File: src/rtl/mips_pkg.sv
// Shared MIPS pipeline definitions: ALU control encodings and the bubble control word.
package mips_pkg;

   localparam int ALUC_W = 3;

   localparam logic [ALUC_W-1:0] ALU_AND = 3'b000;
   localparam logic [ALUC_W-1:0] ALU_OR  = 3'b001;
   localparam logic [ALUC_W-1:0] ALU_ADD = 3'b010;
   localparam logic [ALUC_W-1:0] ALU_SUB = 3'b110;
   localparam logic [ALUC_W-1:0] ALU_SLT = 3'b111;

   // Order: {reg_wr_en, mem_to_reg_wr, mem_wr_en, alu_src}
   localparam logic [3:0] CTRL_NOP = 4'b0000;

endpackage

File: src/rtl/sat_counter.sv
// Saturating up-counter: holds at all-ones, clears only on synchronous reset.
module sat_counter #(
   parameter int CNT_W = 16
) (
   input  logic             clk,
   input  logic             rst,
   input  logic             inc,
   output logic [CNT_W-1:0] count
);

   always_ff @(posedge clk) begin
      if (rst)
         count <= '0;
      else if (inc && (count != {CNT_W{1'b1}}))
         count <= count + 1'b1;
   end

endmodule

File: src/rtl/id_ex_pipe_reg.sv
// ID->EX pipeline register with RegDst resolution, bubble insertion and
// saturating bubble/issue performance counters.
module id_ex_pipe_reg #(
   parameter int WIDTH  = 32,
   parameter int ADDR_W = 5,
   parameter int ALUC_W = 3,
   parameter int CNT_W  = 16
) (
   input  logic              clk,
   input  logic              rst,
   input  logic              stall,
   input  logic              flush,
   input  logic              id_reg_wr_en,
   input  logic              id_mem_to_reg_wr,
   input  logic              id_mem_wr_en,
   input  logic              id_alu_src,
   input  logic              id_reg_dst,
   input  logic [ALUC_W-1:0] id_alu_ctrl,
   input  logic [WIDTH-1:0]  id_rd1,
   input  logic [WIDTH-1:0]  id_rd2,
   input  logic [ADDR_W-1:0] id_rs,
   input  logic [ADDR_W-1:0] id_rt,
   input  logic [ADDR_W-1:0] id_rd,
   input  logic [WIDTH-1:0]  id_sign_imm,
   output logic              ex_reg_wr_en,
   output logic              ex_mem_to_reg_wr,
   output logic              ex_mem_wr_en,
   output logic              ex_alu_src,
   output logic [ALUC_W-1:0] ex_alu_ctrl,
   output logic [WIDTH-1:0]  ex_rd1,
   output logic [WIDTH-1:0]  ex_rd2,
   output logic [ADDR_W-1:0] ex_rs,
   output logic [ADDR_W-1:0] ex_rt,
   output logic [WIDTH-1:0]  ex_sign_imm,
   output logic [ADDR_W-1:0] ex_reg_wr_addr,
   output logic              ex_valid,
   output logic [CNT_W-1:0]  bubble_cnt,
   output logic [CNT_W-1:0]  issue_cnt
);
   import mips_pkg::*;

   logic bubble_inc;
   logic issue_inc;

   assign bubble_inc = !rst && flush;
   assign issue_inc  = !rst && !flush && !stall;

   always_ff @(posedge clk) begin
      if (rst) begin
         {ex_reg_wr_en, ex_mem_to_reg_wr, ex_mem_wr_en, ex_alu_src} <= CTRL_NOP;
         ex_alu_ctrl    <= '0;
         ex_rd1         <= '0;
         ex_rd2         <= '0;
         ex_rs          <= '0;
         ex_rt          <= '0;
         ex_sign_imm    <= '0;
         ex_reg_wr_addr <= '0;
         ex_valid       <= 1'b0;
      end else if (flush) begin
         // Zeroed rs/rt keep the hazard unit from forwarding to or stalling on a bubble.
         {ex_reg_wr_en, ex_mem_to_reg_wr, ex_mem_wr_en, ex_alu_src} <= CTRL_NOP;
         ex_alu_ctrl    <= '0;
         ex_rd1         <= '0;
         ex_rd2         <= '0;
         ex_rs          <= '0;
         ex_rt          <= '0;
         ex_sign_imm    <= '0;
         ex_reg_wr_addr <= '0;
         ex_valid       <= 1'b0;
      end else if (!stall) begin
         ex_reg_wr_en     <= id_reg_wr_en;
         ex_mem_to_reg_wr <= id_mem_to_reg_wr;
         ex_mem_wr_en     <= id_mem_wr_en;
         ex_alu_src       <= id_alu_src;
         ex_alu_ctrl      <= id_alu_ctrl;
         ex_rd1           <= id_rd1;
         ex_rd2           <= id_rd2;
         ex_rs            <= id_rs;
         ex_rt            <= id_rt;
         ex_sign_imm      <= id_sign_imm;
         // Address is loaded even when reg_wr_en=0; consumers gate it with ex_reg_wr_en.
         ex_reg_wr_addr   <= id_reg_dst ? id_rd : id_rt;
         ex_valid         <= 1'b1;
      end
   end

   sat_counter #(.CNT_W(CNT_W)) u_bubble_cnt (
      .clk   (clk),
      .rst   (rst),
      .inc   (bubble_inc),
      .count (bubble_cnt)
   );

   sat_counter #(.CNT_W(CNT_W)) u_issue_cnt (
      .clk   (clk),
      .rst   (rst),
      .inc   (issue_inc),
      .count (issue_cnt)
   );

endmodule

File: config.mk
export PLATFORM = sky130hd
export DESIGN_NAME = id_ex_pipe_reg
export DESIGN_NICKNAME = d
export VERILOG_FILES = /design/src/rtl/mips_pkg.sv /design/src/rtl/sat_counter.sv /design/src/rtl/id_ex_pipe_reg.sv
export SDC_FILE = /design/constraint.sdc
export NUM_CORES = 1
export LEC_CHECK = 0
export CAP_MARGIN = 20
export CORE_MARGIN = 4
export CORE_UTILIZATION = 35
export CTS_CLUSTER_SIZE = 20
export DETAILED_ROUTE_END_ITERATION = 10
export HOLD_SLACK_MARGIN = 0.06
export PLACE_DENSITY_LB_ADDON = 0.25
export SYNTH_ARGS = -nofsm -noshare
export SYNTH_HDL_FRONTEND = slang
export SYNTH_HIERARCHICAL = 1
export SYNTH_SLANG_ARGS = --single-unit
File: constraint.sdc
create_clock -name clk -period 3.9 [get_ports clk]
set_input_delay 0.585 -clock clk [delete_from_list [all_inputs] [get_ports clk]]
set_output_delay 0.585 -clock clk [all_outputs]
set_load 0.03 [all_outputs]
==> run summary <==
Leakage -> 0.00318 uW
multiplexer share of the synthesized area -> 1.72%
XOR/XNOR share of the synthesized area -> 0.652%
Synth Instances -> 473
IO Port Bufs -> 273
CTS tree -> yes
Cell variety after synth -> 38
Startpoint Class -> primary input
fmax -> 386 MHz
CTS resizes -> 0
Tcrit/Tclk final -> 66.4%
fin. max-slew vios -> 0
post-layout worst setup margin -> 1.31 ns
Mapped Nets -> 598
initial drt markers -> 265
Hold Path Class -> flip-flop to flip-flop
Routed WL -> 16.4 mm
PwrDens -> 413 mW/mm2
Top FF cell, synth -> dfxtp_1
Clock transition at path regs -> 0.06 ns
Post-CTS Hold Buffers -> 0
largest net degree at the start of global routing -> 119
Slew @ Worst Pin -> 0.805 ns
FP Rows -> 45
Synth Warn # -> 6
Required @ worst endpoint -> 4.20 ns
clk root buf -> clkbuf_16
status -> complete, no violations
wire length of the first global-routing pass -> 26.2 mm
RSZ-0062 raised after global routing -> no
ys async rst share -> 0%
CTS H-tree lvls -> 4
main combinational cell family by area after synthesis -> compound AO/OA/AOI/OAI gates
utilization after layout -> 57.9%
Max VDD drop -> 0.000280 V
Post-CTS Setup Bufs -> 0
Syn Area/Cell -> 11.4 um2
pre-CTS setup slack -> 0.906 ns
initial antenna violation count -> 0
compound-cell area share of the yosys netlist -> 24.6%
Setup crit end kind -> flip-flop
clk_skew -> 0.00597 ns
global route overflow -> 0
Seq/Total Area, Yosys -> 56.3%
Post-Synth Adder-Cell Area -> 0.466%
fill count -> 1242
antenna fix cells -> 0
gr usage total -> 18.4%
# setup viols final -> 0
vias in the first global route -> 4945
Core ar. -> 0.0151 mm2
setup TNS -> 0 ns
critical path type -> primary input to flip-flop
Worst-Skew Late Latency -> 0.42 ns
Pre-antenna DRT Iters -> 6
clock buffer count from CTS -> 17
vias post-DR -> 4914
DIE HEIGHT -> 132 um
Die W -> 132 um
gpl congestion -> 0.839
MaxCap Viol Count -> 0
cells on worst reg2reg path -> 4
EDFF count, synth -> 0
hold path depth -> 1
DR WL/cell -> 17.5 um
Post-Synth Simple-Gate Area -> 11.9%
minimum clock period -> 2.59 ns
Rel. slew slack -> 45.9%
maximum buffer depth of the clock tree -> 2
critical-path maximum fanout -> 14
Post-Syn Area -> 0.00537 mm2
Sink Count -> 151
Seq cells post-synth -> 151
die footprint -> 0.0174 mm2
initial core utilization -> 35.5%
fraction of layout cells with a size suffix above 1 -> 6.02%
post-route ant nets -> 0
dpl hpwl -> 11.7 mm
drt drc -> 0
critical path arrival -> 2.89 ns
Ports -> 274
area delta synth->final -> 63.3%
nets -> 859
Final Hold Violating Endpoints -> 0
Vias per Instance -> 5.26
-- layer usage --
| layer | share of wire (%) | track usage, % |
|---|---|---|
| met1 | 40 | 20.7 |
| met3 | 8.9 | 7.63 |
| met2 | 49 | 31.5 |
| met5 | 0 | 0 |
| met4 | 1.7 | 6.18 |
-- final cells by class --
cell class,instances,area [um2],area share (%)
flip-flops and latches,151,3020,34.4
repair buffers,277,2780,31.6
multi-input cells,279,2120,24.1
clock buffers,19,443,5.05
well taps,188,235,2.68
clock inverters,13,148,1.68
inverters,8,35.0,0.399
-- synth_stat cells, types with 4 or more instances --
cell type / n / share of area, %
o21ai_0: 8 / 0.75
a22o_1: 113 / 18
nand4_1: 6 / 0.70
nor3_1: 8 / 0.75
buf_1: 4 / 0.28
nor2b_1: 5 / 0.58
nand3_1: 12 / 1.1
clkbuf_1: 12 / 0.84
mux2i_1: 7 / 1.3
and4_1: 6 / 0.98
or4_1: 14 / 2.0
buf_6: 6 / 1.3
nand2_1: 12 / 0.84
inv_1: 7 / 0.49
nor4_1: 4 / 0.47
o2bb2ai_1: 5 / 0.82
dfxtp_1: 151 / 56
a21oi_1: 20 / 1.9
nor2_1: 12 / 0.84
o31ai_1: 12 / 1.7
or3_1: 7 / 0.82
buf_2: 12 / 1.1
xnor2_1: 4 / 0.65
-- registers in the layout, summed over array words and instances (netlist names), 3 cells and up --
name and count:
ex_alu_ctrl 3, ex_rd1 32, ex_rd2 32, ex_reg_wr_addr 5, ex_rs 5, ex_rt 5, ex_sign_imm 32, u_bubble_cnt/count 16
u_issue_cnt/count 16
-- cell usage in the layout, fill, tap and decap left out, drive strengths merged, types with 8 or more instances in the layout --
master	Yosys	routed
o21ai	8	8
clkdlybuf4s50	0	273
or4	14	14
nor3	8	8
nand2	14	14
clkbuf	12	19
o31ai	12	12
nand4	8	8
a22o	113	113
nor2	12	12
dfxtp	151	151
inv	7	10
nand3	12	12
a21oi	20	20
-- metrics by stage --
stage | cell area, um2 | hold slack [ns] | cells | total power [uW]
final | 8780 | 0.461 | 935 | 3620
after global routing | 8780 | 0.488 | 935 | 3750
after CTS | 8780 | 0.466 | 935 | 3670
after detailed placement | 8190 | 0.449 | 903 | 2030
after global placement | 8190 | 0.450 | 903 | 2030
after floorplan | 5370 | 0.575 | 473 | 1810
-- critical path: stages --
cell             delay (ns)
clkdlybuf4s50_1        0.64
or3_1                  0.57
clkinv_4               0.16
nand2_1                0.22
nor4bb_1               0.35
mux2_2                 0.37
-- path summary, 6_finish.rpt --
kind	end	slack, ns	startpoint
worst max-delay path	u_issue_cnt/count[11]	1.31	rst
worst min register to register	ex_reg_wr_addr[2]	0.46	ex_reg_wr_addr[2]
worst max register to register	u_issue_cnt/count[11]	1.87	u_issue_cnt/count[13]
worst min-delay path	ex_reg_wr_addr[2]	0.46	ex_reg_wr_addr[2]
-- cell families (layout without fill, tap and decap cells) --
| group | after synthesis | in the layout |
|---|---|---|
| AOI/OAI and AO/OA | 165 | 165 |
| DFF | 151 | 151 |
| and+or+nand+nor | 99 | 99 |
| buffers and inverters | 43 | 317 |
| muxes | 9 | 9 |
| xor gates and xnor gates | 4 | 4 |
| adders and majority gates | 2 | 2 |
-- where the power goes --
part           switching, uW  internal, uW
combinational            176           213
clock                    656           966
sequential              24.3          1590
total                    856          2760
Note: power is estimated with default switching activity, not from simulation.
